$ cat src/rtl/pal576i_sync_generator.sv
// rtl/pal576i_sync_generator.sv - PAL 576i (625-line, 2:1 interlace) sync and active-area timing generator
//
// Free-running transmit timing source, advanced by a one-cycle pixel tick.
//   sysClk        in   system clock
//   reset         in   asynchronous active-high reset
//   pixelTick     in   one-cycle pulse per pixel period; state advances only when high
//   csync         out  composite sync (broad / equalising / line pulses), active-low
//   hsync         out  line sync, active-low, on every line
//   vsync         out  vertical sync, active-low through the broad half-lines
//   isFieldOdd    out  1 = field 1, 0 = field 2
//   pixelX        out  active column, 0 outside the active area
//   pixelY        out  interleaved frame row 0..575, 0 outside the active area
//   displayEnable out  high inside the active area
//   startOfFrame  out  high for the first active pixel of the frame
module pal576i_sync_generator #(
    parameter int H_TOTAL        = 864,
    parameter int H_SYNC         = 64,
    parameter int H_EQ           = 32,
    parameter int H_BROAD        = 368,
    parameter int H_ACTIVE_START = 132,
    parameter int H_ACTIVE       = 720
) (
    input  logic       sysClk,
    input  logic       reset,
    input  logic       pixelTick,
    output logic       csync,
    output logic       hsync,
    output logic       vsync,
    output logic       isFieldOdd,
    output logic [9:0] pixelX,
    output logic [9:0] pixelY,
    output logic       displayEnable,
    output logic       startOfFrame
);

    localparam logic [9:0] HC_LAST   = 10'(H_TOTAL - 1);
    localparam logic [9:0] HC_HALF   = 10'(H_TOTAL / 2);
    localparam logic [9:0] HC_SYNC   = 10'(H_SYNC);
    localparam logic [9:0] HC_EQ     = 10'(H_EQ);
    localparam logic [9:0] HC_BROAD  = 10'(H_BROAD);
    localparam logic [9:0] HC_ACT_LO = 10'(H_ACTIVE_START);
    localparam logic [9:0] HC_ACT_HI = 10'(H_ACTIVE_START + H_ACTIVE);

    logic [9:0]  h_count_q, h_count_d;
    logic [9:0]  line_q, line_d;
    logic        csync_q, csync_d;
    logic        hsync_q, hsync_d;
    logic        vsync_q, vsync_d;
    logic        field_odd_q, field_odd_d;
    logic [9:0]  pixel_x_q, pixel_x_d;
    logic [9:0]  pixel_y_q, pixel_y_d;
    logic        de_q, de_d;
    logic        sof_q, sof_d;

    logic        second_half;
    logic [9:0]  h_half;
    logic [10:0] half_idx;
    logic        is_broad, is_eq, is_line_pulse;
    logic        field1_rows, field2_rows, active;

    // Every output is derived from the next counter state so it lines up with
    // the counters with no extra latency.
    always_comb begin
        h_count_d = h_count_q;
        line_d    = line_q;
        if (h_count_q == HC_LAST) begin
            h_count_d = 10'd0;
            line_d    = (line_q == 10'd625) ? 10'd1 : line_q + 10'd1;
        end else begin
            h_count_d = h_count_q + 10'd1;
        end

        second_half = (h_count_d >= HC_HALF);
        h_half      = second_half ? h_count_d - HC_HALF : h_count_d;
        // Half-line index 2*(line-1) + second_half, built by concatenation.
        half_idx    = {line_d - 10'd1, second_half};

        // Vertical interval layout is fixed by the 625-line standard.
        is_broad = (half_idx <= 11'd4) ||
                   (half_idx >= 11'd625 && half_idx <= 11'd629);
        is_eq    = (half_idx >= 11'd1245) ||
                   (half_idx >= 11'd5   && half_idx <= 11'd9)   ||
                   (half_idx >= 11'd620 && half_idx <= 11'd624) ||
                   (half_idx >= 11'd630 && half_idx <= 11'd634);
        is_line_pulse = !is_broad && !is_eq && !second_half;

        csync_d = !((is_broad      && h_half < HC_BROAD) ||
                    (is_eq         && h_half < HC_EQ)    ||
                    (is_line_pulse && h_half < HC_SYNC));
        hsync_d     = !(h_count_d < HC_SYNC);
        vsync_d     = !is_broad;
        field_odd_d = (half_idx <= 11'd624);

        field1_rows = (line_d >= 10'd23)  && (line_d <= 10'd310);
        field2_rows = (line_d >= 10'd336) && (line_d <= 10'd623);
        active      = (h_count_d >= HC_ACT_LO) && (h_count_d < HC_ACT_HI) &&
                      (field1_rows || field2_rows);

        pixel_x_d = 10'd0;
        pixel_y_d = 10'd0;
        if (active) begin
            pixel_x_d = h_count_d - HC_ACT_LO;
            // Field 1 fills even frame rows, field 2 the odd ones.
            pixel_y_d = field1_rows ? ((line_d - 10'd23) << 1)
                                    : (((line_d - 10'd336) << 1) | 10'd1);
        end
        de_d  = active;
        sof_d = active && (pixel_x_d == 10'd0) && (pixel_y_d == 10'd0);
    end

    // Reset parks the counters on the last tick of line 625 so the first tick
    // lands on line 1, hCount 0.
    always_ff @(posedge sysClk or posedge reset) begin
        if (reset) begin
            h_count_q   <= HC_LAST;
            line_q      <= 10'd625;
            csync_q     <= 1'b1;
            hsync_q     <= 1'b1;
            vsync_q     <= 1'b1;
            field_odd_q <= 1'b1;
            pixel_x_q   <= 10'd0;
            pixel_y_q   <= 10'd0;
            de_q        <= 1'b0;
            sof_q       <= 1'b0;
        end else if (pixelTick) begin
            h_count_q   <= h_count_d;
            line_q      <= line_d;
            csync_q     <= csync_d;
            hsync_q     <= hsync_d;
            vsync_q     <= vsync_d;
            field_odd_q <= field_odd_d;
            pixel_x_q   <= pixel_x_d;
            pixel_y_q   <= pixel_y_d;
            de_q        <= de_d;
            sof_q       <= sof_d;
        end
    end

    assign csync         = csync_q;
    assign hsync         = hsync_q;
    assign vsync         = vsync_q;
    assign isFieldOdd    = field_odd_q;
    assign pixelX        = pixel_x_q;
    assign pixelY        = pixel_y_q;
    assign displayEnable = de_q;
    assign startOfFrame  = sof_q;

endmodule

$ cat config.mk
export PLATFORM = sky130hd
export DESIGN_NAME = pal576i_sync_generator
export DESIGN_NICKNAME = d
export VERILOG_FILES = /design/src/rtl/pal576i_sync_generator.sv
export SDC_FILE = /design/constraint.sdc
export NUM_CORES = 1
export LEC_CHECK = 0
export BUFFER_PORTS_ARGS = -buffer_cell sky130_fd_sc_hd__buf_2
export CELL_PAD_IN_SITES_DETAIL_PLACEMENT = 0
export CELL_PAD_IN_SITES_GLOBAL_PLACEMENT = 1
export CORE_ASPECT_RATIO = 0.5
export CORE_MARGIN = 2
export CORE_UTILIZATION = 40
export CTS_CLUSTER_SIZE = 14
export DETAILED_ROUTE_END_ITERATION = 12
export GPL_TIMING_DRIVEN = 0
export PLACE_DENSITY_LB_ADDON = 0.1
export SLEW_MARGIN = 20
export SYNTH_ARGS = -nofsm -noshare
export SYNTH_HDL_FRONTEND = slang
export SYNTH_SLANG_ARGS = --single-unit
$ cat constraint.sdc
create_clock -name sysClk -period 5.55 [get_ports sysClk]
set_clock_uncertainty 0.15 [all_clocks]
set_input_delay 1.11 -clock sysClk [delete_from_list [all_inputs] [get_ports sysClk]]
set_output_delay 1.11 -clock sysClk [all_outputs]
set_load 0.01 [all_outputs]
=== After elaboration in Yosys (flattened, before gate mapping) ===
Cells that the tools add are included.
W data, S select, Z words.

* Bits in registers: 46
* Latch bits: 0
* RAM bits: 0
* ROM bits: 0
* Input bits: 3
* Output and inout bits: 26
* Word-level logic and storage cells: 76
* Memories kept: 0

* $add $sub $neg: 7
* Multiply operators: 0
* Div/mod/pow operators: 0
* $lt $le $gt $ge: 21
* Equal/unequal tests: 2
* Shifts and indexed selects: 0
* Mux-type cells: 7
* Bitwise logic cells: 0
* Reductions and logical operators: 29

{| class="wikitable"
|+ Operators with widths
! operator !! number
|-
| $mux W10 || 7
|-
| $ge A11 B10 Y1 const B || 3
|-
| $le A11 B10 Y1 const B || 3
|-
| $add A10 B1 Y10 const B || 2
|-
| $eq A10 B10 Y1 const B || 2
|-
| $ge A10 B9 Y1 const B || 2
|-
| $logic_not A10 Y1 || 2
|-
| $lt A10 B7 Y1 const B || 2
|-
| $logic_and A1 B1 Y1 || 15
|-
| $ge A11 B11 Y1 const B || 1
|-
| $ge A11 B3 Y1 const B || 1
|-
| $le A11 B3 Y1 const B || 1
|-
| $le A11 B4 Y1 const B || 1
|-
| $ge A10 B5 Y1 const B || 1
|-
| $ge A10 B8 Y1 const B || 1
|-
| $le A10 B10 Y1 const B || 1
|-
| $le A10 B9 Y1 const B || 1
|-
| $lt A10 B10 Y1 const B || 1
|-
| $lt A10 B6 Y1 const B || 1
|-
| $lt A10 B9 Y1 const B || 1
|-
| $sub A10 B1 Y10 const B || 1
|-
| $sub A10 B8 Y10 const B || 1
|-
| $sub A10 B9 Y10 const B || 1
|-
| $sub A9 B5 Y9 const B || 1
|-
| 3 further kinds || 13
|}

=== Depth between registers and ports, before layout ===
Gate-level depths: netlist of the first run.

* Depth in word-level cells: 15
* Mapped depth: 17
* Depth with buffers taken out: 17

=== Worst setup path after synthesis of the first run ===
No wires, ideal clock.

* Path kind: register to register
* Start point: register line_q[0]
* End point: register csync_q, in the netlist csync
* Setup time: 79 ps
* Data arrival time: 4079 ps
* Required time: 5321 ps
* Slack: 1242 ps
* Stages on the path, launching flop included: 16
* Buffers on the path: 0
* Period minus slack after synthesis: 4308 ps
* Cell sequence: dfstp_2 > ha_1 > and4bb_2 > nand3_1 > and3_1 > nor2_1 > inv_1 > ha_1 > o311a_1 > a32oi_1 > o31ai_1 > o211a_1 > a32oi_1 > nor2_1 > or3_1 > o211a_1

* Longest elaborated chain between the ends: 15
* Elaborated cells between the ends (all ways): 33
* Classes of those cells: 2 x add/sub; 10 x order compare; 1 x eq/ne; 2 x mux; 18 x reduce/logical

{| class="wikitable"
|+ Ends and longest elaborated chain
! element !! RTL line !! RTL
|-
| start, declared || 45 || <nowiki>logic [9:0] line_q, line_d;</nowiki>
|-
| start signal, assigned || 127 || <nowiki>line_q <= line_d;</nowiki>
|-
| $add A10 B1 Y10 or $eq A10 B10 Y1 (tied branches) || 68 || <nowiki>line_d = (line_q == 10'd625) ? 10'd1 : line_q + 10'd1;</nowiki>
|-
| $mux W10 || 68 ||
|-
| $mux W10 * || 66 || <nowiki>if (h_count_q == HC_LAST) begin</nowiki>
|-
| net line_d[0] || 45 ||
|-
| $sub A10 B1 Y10 * || 76 || <nowiki>half_idx = {line_d - 10'd1, second_half};</nowiki>
|-
| $ge A11 B3 Y1 or $le A11 B4 Y1 (tied branches) || 82 || <nowiki>(half_idx >= 11'd5 && half_idx <= 11'd9) ||</nowiki>
|-
| $logic_and A1 B1 Y1 || 82 ||
|-
| $logic_or A1 B1 Y1 || 81 || <nowiki>is_eq = (half_idx >= 11'd1245) ||</nowiki>
|-
| $logic_or A1 B1 Y1 || 82 ||
|-
| $logic_or A1 B1 Y1 || 83 || <nowiki>(half_idx >= 11'd620 && half_idx <= 11'd624) ||</nowiki>
|-
| $logic_not A1 Y1 || 85 || <nowiki>is_line_pulse = !is_broad && !is_eq && !second_half;</nowiki>
|-
| $logic_and A1 B1 Y1 (2 in a row) || 85 ||
|-
| $logic_and A1 B1 Y1 || 89 || <nowiki>(is_line_pulse && h_half < HC_SYNC));</nowiki>
|-
| $logic_or A1 B1 Y1 * || 88 || <nowiki>(is_eq && h_half < HC_EQ) ||</nowiki>
|-
| $logic_not A1 Y1 * || 87 || <nowiki>csync_d = !((is_broad && h_half < HC_BROAD) ||</nowiki>
|-
| end signal, assigned || 128 || <nowiki>csync_q <= csync_d;</nowiki>
|-
| end, declared || 46 || <nowiki>logic csync_q, csync_d;</nowiki>
|}

Mark *: on every way through the listed nets, which the timed path passes. The rest lies on a longest branch.
A chain may end at the register's enable or synchronous reset.

=== Worst setup path after layout of the first run ===
* Start point: register h_count_q[0]
* End point: register csync_q, in the netlist csync

* Longest elaborated chain between the ends: 14
* Elaborated cells between the ends (all ways): 40
* Classes of those cells: 3 x add/sub; 14 x order compare; 1 x eq/ne; 3 x mux; 19 x reduce/logical

{| class="wikitable"
|+ Ends and longest elaborated chain
! element !! RTL line !! RTL
|-
| start, declared || 44 || <nowiki>logic [9:0] h_count_q, h_count_d;</nowiki>
|-
| start signal, assigned || 126 || <nowiki>h_count_q <= h_count_d;</nowiki>
|-
| $eq A10 B10 Y1 * || 66 ||
|-
| $mux W10 * || 66 ||
|-
| net line_d[0] || 45 ||
|-
| $sub A10 B1 Y10 * || 76 ||
|-
| $ge A11 B3 Y1 or $le A11 B4 Y1 (tied branches) || 82 ||
|-
| $logic_and A1 B1 Y1 || 82 ||
|-
| $logic_or A1 B1 Y1 || 81 ||
|-
| $logic_or A1 B1 Y1 || 82 ||
|-
| $logic_or A1 B1 Y1 || 83 ||
|-
| $logic_not A1 Y1 || 85 ||
|-
| $logic_and A1 B1 Y1 (2 in a row) || 85 ||
|-
| $logic_and A1 B1 Y1 || 89 ||
|-
| $logic_or A1 B1 Y1 * || 88 ||
|-
| $logic_not A1 Y1 * || 87 ||
|}

Marks and branches as above.

==> results of run 1 <==
-- cell usage in the layout (no fill, tap or decap), drive strengths merged, types with 5 or more instances in the layout --
cell type  count
a32oi          5
dfstp         17
and2           5
o2bb2ai       16
a41oi          5
xnor2         31
nand2         43
o31ai         10
nand2b         7
buf           44
nor4           6
and3          10
o21ai         27
nand4         10
nand3         22
clkbuf        19
or3            6
inv           23
a31oi         12
nor2          43
dfrtp         29
a21oi         32
nor3          16
ha            19
a21o          12
-- cell usage after synthesis (8+ instances only) --
cell | number | area (um^2)
nor2_1 | 42 | 158
clkbuf_1 | 14 | 52.6
dfstp_2 | 17 | 447
and3_1 | 10 | 62.6
dfrtp_1 | 29 | 726
o21ai_0 | 22 | 110
nand3_1 | 21 | 105
a21o_1 | 12 | 90.1
inv_1 | 19 | 71.3
o2bb2ai_1 | 16 | 140
buf_2 | 9 | 45.0
a31oi_1 | 11 | 68.8
xnor2_1 | 31 | 272
a21oi_1 | 32 | 160
nand4_1 | 9 | 56.3
ha_1 | 19 | 238
o31ai_1 | 8 | 60.1
nor3_1 | 15 | 75.1
nand2_1 | 43 | 161
-- metal layers --
| layer | vias to the layer above | part of all wire |
|---|---|---|
| met1 | 2039 | 0.53 |
| met4 | 0 | 0.0044 |
| met5 | - | 0 |
| li1 | 1985 | - |
| met2 | 119 | 0.41 |
| met3 | 8 | 0.050 |
-- power by group --
part / switching, W / internal, W
logic: 0.000408 / 0.000223
registers: 0.0000341 / 0.000388
clock network: 0.000151 / 0.000169
total: 0.000593 / 0.000780
-- per-stage QoR --
step                utilization  setup WS [ns]  hold slack [ns]  total power, W  instances
CTS                       0.460         0.0999            0.335         0.00138        687
finish                    0.461          0.372            0.334         0.00137        687
floorplan                     -           1.24            0.328        0.000892        510
global route              0.461         0.0913            0.347         0.00148        687
detailed placement        0.445          0.133            0.318         0.00105        679
global placement          0.443          0.129            0.310         0.00105        678
-- critical path: stages, from the launching register on --
cell and delay [ns]:
dfstp_2 0.61, ha_1 0.17, buf_2 0.25, inv_2 0.17, nor3_4 0.52, nor2_1 0.14
nor2_2 0.49, inv_1 0.14, ha_1 0.32, o311a_1 0.16, a32oi_2 0.49, o31ai_1 0.20
a221oi_1 0.56, a32oi_1 0.18, o22a_1 0.27, a21o_1 0.17, o211a_1 0.11
-- flip-flops by register name, summed over array words and instances, names as in the netlist --
register,count
startOfFrame,1
isFieldOdd,1
displayEnable,1
h_count_q,10
pixelX,10
hsync,1
csync,1
vsync,1
pixelY,10
line_q,10
-- area by class of cell --
cell class,instances,share of cell area
multi-input combinational,413,0.602
sequential,46,0.248
tap,140,0.0371
timing repair buffer,29,0.0339
buffer,29,0.0294
clock buffer,5,0.0265
inverter,22,0.0185
clock inverter,3,0.00503
-- cells by family (layout without fill, tap and decap cells) --
family | after synthesis | in the layout | synth area share
flops | 46 | 46 | 0.277
buf+inv | 51 | 88 | 0.0535
fa+ha+maj | 19 | 19 | 0.0562
compound gates | 167 | 167 | 0.292
simple gates | 186 | 186 | 0.233
mux | 7 | 7 | 0.0175
xor+xnor | 34 | 34 | 0.0704
-- path summary, 6_finish.rpt --
kind,start,to,slack [ns],depth (start not counted)
hold reg to reg,pixelY[8]$_DFFE_PP0P_,pixelY[8]$_DFFE_PP0P_,0.33,1
setup reg to reg,h_count_q[0]$_DFFE_PP1P_,csync$_DFFE_PP1P_,0.37,16
hold / removal,pixelY[8]$_DFFE_PP0P_,pixelY[8]$_DFFE_PP0P_,0.33,1
setup / recovery,h_count_q[0]$_DFFE_PP1P_,csync$_DFFE_PP1P_,0.37,16
min in group asynchronous,reset,pixelX[5]$_DFFE_PP0P_,0.71,2
max in group asynchronous,reset,isFieldOdd$_DFFE_PP1P_,3.93,3
==> results.json, run 1 <==
{
  "powerDensity_nw_per_um2": 291,
  "min_period_ns": 5.18,
  "grt_use_met3": 0.0369,
  "top_usage_layer": "met1",
  "ioPinCount": 29,
  "cts_max_level": 2,
  "synth_top_flop_cell": "dfrtp_1",
  "hold_viol_final": 0,
  "slew_viol_final": 0,
  "viasPerCell": 6.04,
  "hold_buffers": 0,
  "clk_latency_ns": 0.30,
  "clk_pin_slew_ns": 0.07,
  "yosysWarnings": 0,
  "grt_overflow_total": 0,
  "gp_congestion": 0.906,
  "grt_max_degree": 25,
  "synth_area_per_cell_um2": 8.29,
  "port_buffers": 28,
  "fin_setup_tns_ns": 0,
  "coreArea_um2": 10200,
  "cp.required_ns": 5.63,
  "first_global_vias": 3974,
  "p_leak_nw": 1.85,
  "ant_nets": 0,
  "ir_drop_uv": 189,
  "cts-root-buf": "clkbuf_16",
  "crit_type": "reg -> reg",
  "slew_headroom": 0.346,
  "final_area_um2": 4730,
  "fp-row-count": 26,
  "synth_cell_types": 81,
  "cts_tree": "done",
  "fp.dieW_um": 149,
  "vias": 4151,
  "seq_area_um2": 1170,
  "cts_setup_buffers": 0,
  "wl_per_cell_um": 19.1,
  "grtUsageTotal": 0.243,
  "dp_hpwl_um": 10100,
  "dpl-instance-area_um2": 4560,
  "synth_edf_count": 0,
  "arrival_ns": 5.26,
  "synth-async-reset-ratio": 1.00,
  "hp-class": "reg -> reg",
  "rsz0062_at_grt": "no",
  "seq_area_frac_synth": 0.277,
  "synth_cells": 510,
  "status": "finished, final reports clean",
  "antenna_found_initial": 0,
  "finalCritPeriodShare": 0.933,
  "cts.sinks": 46,
  "first_iter_violations": 297,
  "die-area_um2": 11500,
  "first_pass_iters": 5,
  "die_y_um": 76.7,
  "setup_viol": 0,
  "final_nets": 568,
  "cts_resized": 0,
  "synth_nets": 532,
  "drive_gt1_frac": 0.172,
  "tightestPinTransition_ns": 0.982,
  "end_kind": "flop",
  "cap_violations": 0,
  "grt_util_met2": 0.353,
  "worstSetupStartpointType": "flop",
  "drt_wl_total_um": 13100,
  "fill_cells": 1058,
  "grt_pass1_wl_um": 21900,
  "cts_made_buffers": 5,
  "area_growth_pct": 11.8,
  "clockBufferDepth": 2,
  "start_util": 0.413,
  "ys_seq_elements": 46,
  "met1_usage": 0.384,
  "max_freq_ghz": 0.193,
  "n_antenna_cell": 0,
  "multi_input_area_um2": 2840,
  "drc": 0,
  "crit_fanout": 13,
  "syn_area_um2": 4230
}
Note: power is estimated with default switching activity, not from simulation.
==> inputs of run 2 (changes only) <==
--- a/config.mk
+++ b/config.mk
@@ -11,6 +11,7 @@
 export CORE_ASPECT_RATIO = 0.5
 export CORE_MARGIN = 2
 export CORE_UTILIZATION = 40
+export CTS_BUF_LIST = sky130_fd_sc_hd__clkbuf_4
 export CTS_CLUSTER_SIZE = 14
 export DETAILED_ROUTE_END_ITERATION = 12
 export GPL_TIMING_DRIVEN = 0
==> results.json, run 2 (synthesis results as in run 1) <==
{
  "status": "finished, final reports clean",
  "hold_viol_final": 0,
  "coreArea_um2": 10200,
  "start_util": 0.413,
  "area_growth_pct": 9.70,
  "ir_drop_uv": 190,
  "min_period_ns": 5.12,
  "swShare": 0.468,
  "multi_input_area_um2": 2840,
  "ioPinCount": 29,
  "slew_viol_final": 0,
  "p_leak_nw": 1.81,
  "gp_congestion": 0.906,
  "clockBufferDepth": 2,
  "crit_type": "reg -> reg",
  "final_nets": 568,
  "cts_max_level": 2,
  "fp.dieW_um": 149,
  "grt_pass1_wl_um": 21800,
  "cts-root-buf": "clkbuf_4",
  "p_clk_frac": 0.154,
  "hold_buffers": 0,
  "hp-class": "reg -> reg",
  "rsz0062_at_grt": "no",
  "tightestPinTransition_ns": 0.941,
  "p_comb_frac": 0.507,
  "seq_area_um2": 1170,
  "grtUsageTotal": 0.243,
  "switchingPower_w": 0.000581,
  "cts_tree": "done",
  "grt_overflow_total": 0,
  "slew_headroom": 0.372,
  "p_int_w": 0.000662,
  "fp-row-count": 26,
  "fill_cells": 1072,
  "n_antenna_cell": 0,
  "cp.required_ns": 5.75,
  "vias": 4114,
  "clk_pin_slew_ns": 0.17,
  "max_freq_ghz": 0.195,
  "drive_gt1_frac": 0.172,
  "antenna_found_initial": 0,
  "first_global_vias": 3941,
  "powerDensity_nw_per_um2": 268,
  "grt_max_degree": 25,
  "drt_wl_total_um": 13100,
  "cts.sinks": 46,
  "arrival_ns": 5.32,
  "port_buffers": 28,
  "first_iter_violations": 324,
  "worstSetupStartpointType": "flop",
  "clk_latency_ns": 0.41,
  "drc": 0,
  "wl_per_cell_um": 19.1,
  "setup_viol": 0,
  "end_kind": "flop",
  "mostFrequentLayoutCells": "nand2_1, nor2_1, buf_2",
  "final_common_cell": "nand2_1",
  "fin_setup_tns_ns": 0,
  "die_y_um": 76.7,
  "viasPerCell": 5.99,
  "sequentialPowerShare": 0.340,
  "first_pass_iters": 5,
  "dp_hpwl_um": 10100,
  "cap_violations": 0,
  "ant_nets": 0,
  "finalCritPeriodShare": 0.922,
  "final_core_util": 0.453,
  "crit_fanout": 13,
  "die-area_um2": 11500,
  "cts_made_buffers": 5
}
run 2: power by group through the flow:
stage | combinational (W) | sequential [W] | clock [W]
global placement | 0.000621 | 0.000426 | 0
CTS | 0.000624 | 0.000422 | 0.000197
detailed placement | 0.000620 | 0.000427 | 0
global route | 0.000709 | 0.000428 | 0.000211
floorplan | 0.000472 | 0.000420 | 0
finish | 0.000630 | 0.000422 | 0.000191
run 2: path summary, 6_finish.rpt:
kind / from / endpoint / slack, ns / cells after the start
max in group asynchronous: reset / isFieldOdd$_DFFE_PP1P_ / 4.05 / 3
worst min-delay path: pixelY[9]$_DFFE_PP0P_ / pixelY[9]$_DFFE_PP0P_ / 0.35 / 2
worst max-delay path: h_count_q[1]$_DFFE_PP1P_ / csync$_DFFE_PP1P_ / 0.43 / 16
min in group asynchronous: reset / pixelX[0]$_DFFE_PP0P_ / 0.58 / 2
worst min register to register: pixelY[9]$_DFFE_PP0P_ / pixelY[9]$_DFFE_PP0P_ / 0.35 / 2
worst max register to register: h_count_q[1]$_DFFE_PP1P_ / csync$_DFFE_PP1P_ / 0.43 / 16
run 2: area by class of cell:
class | count | area share
buffer | 29 | 0.0299
clock buffer | 5 | 0.00809
clock inverter | 3 | 0.00512
inverter | 22 | 0.0189
multi-input combinational | 413 | 0.613
sequential | 46 | 0.253
tap | 140 | 0.0378
timing repair buffer | 29 | 0.0345
run 2: worst max-delay path: stages, from the launching register on:
cell,delay (ns)
dfstp_2,0.65
ha_1,0.18
buf_2,0.25
inv_2,0.16
nor3_4,0.51
nor2_1,0.13
nor2_2,0.47
inv_1,0.13
ha_1,0.32
o311a_1,0.16
a32oi_2,0.49
o31ai_1,0.20
a221oi_1,0.53
a32oi_1,0.17
o22a_1,0.26
a21o_1,0.17
o211a_1,0.11
run 2: metrics by stage:
| stage | total power (W) | hold WS, ns | cell area, um^2 | instances | setup slack (ns) |
|---|---|---|---|---|---|
| 5_1_grt | 0.00135 | 0.369 | 4640 | 687 | 0.0956 |
| 3_3_place_gp | 0.00105 | 0.310 | 4540 | 678 | 0.129 |
| 4_1_cts | 0.00124 | 0.354 | 4630 | 687 | 0.0927 |
| 3_5_place_dp | 0.00105 | 0.318 | 4560 | 679 | 0.133 |
| 6_report | 0.00124 | 0.353 | 4640 | 687 | 0.433 |
| 2_1_floorplan | 0.000892 | 0.328 | 4230 | 510 | 1.24 |
run 2: layer usage:
metal / global-route usage / vias up / part of all wire
li1: - / 1983 / -
met2: 0.349 / 112 / 0.41
met3: 0.0387 / 7 / 0.063
met5: 0 / - / 0
met4: 0.0314 / 0 / 0.0045
met1: 0.385 / 2012 / 0.53
run 2: timing repair:
| item | in CTS | in global routing |
|---|---|---|
| setup endpoints to repair | 0 | 2 |
| gates resized for setup | 0 | 3 |
| setup buffers | 0 | 0 |
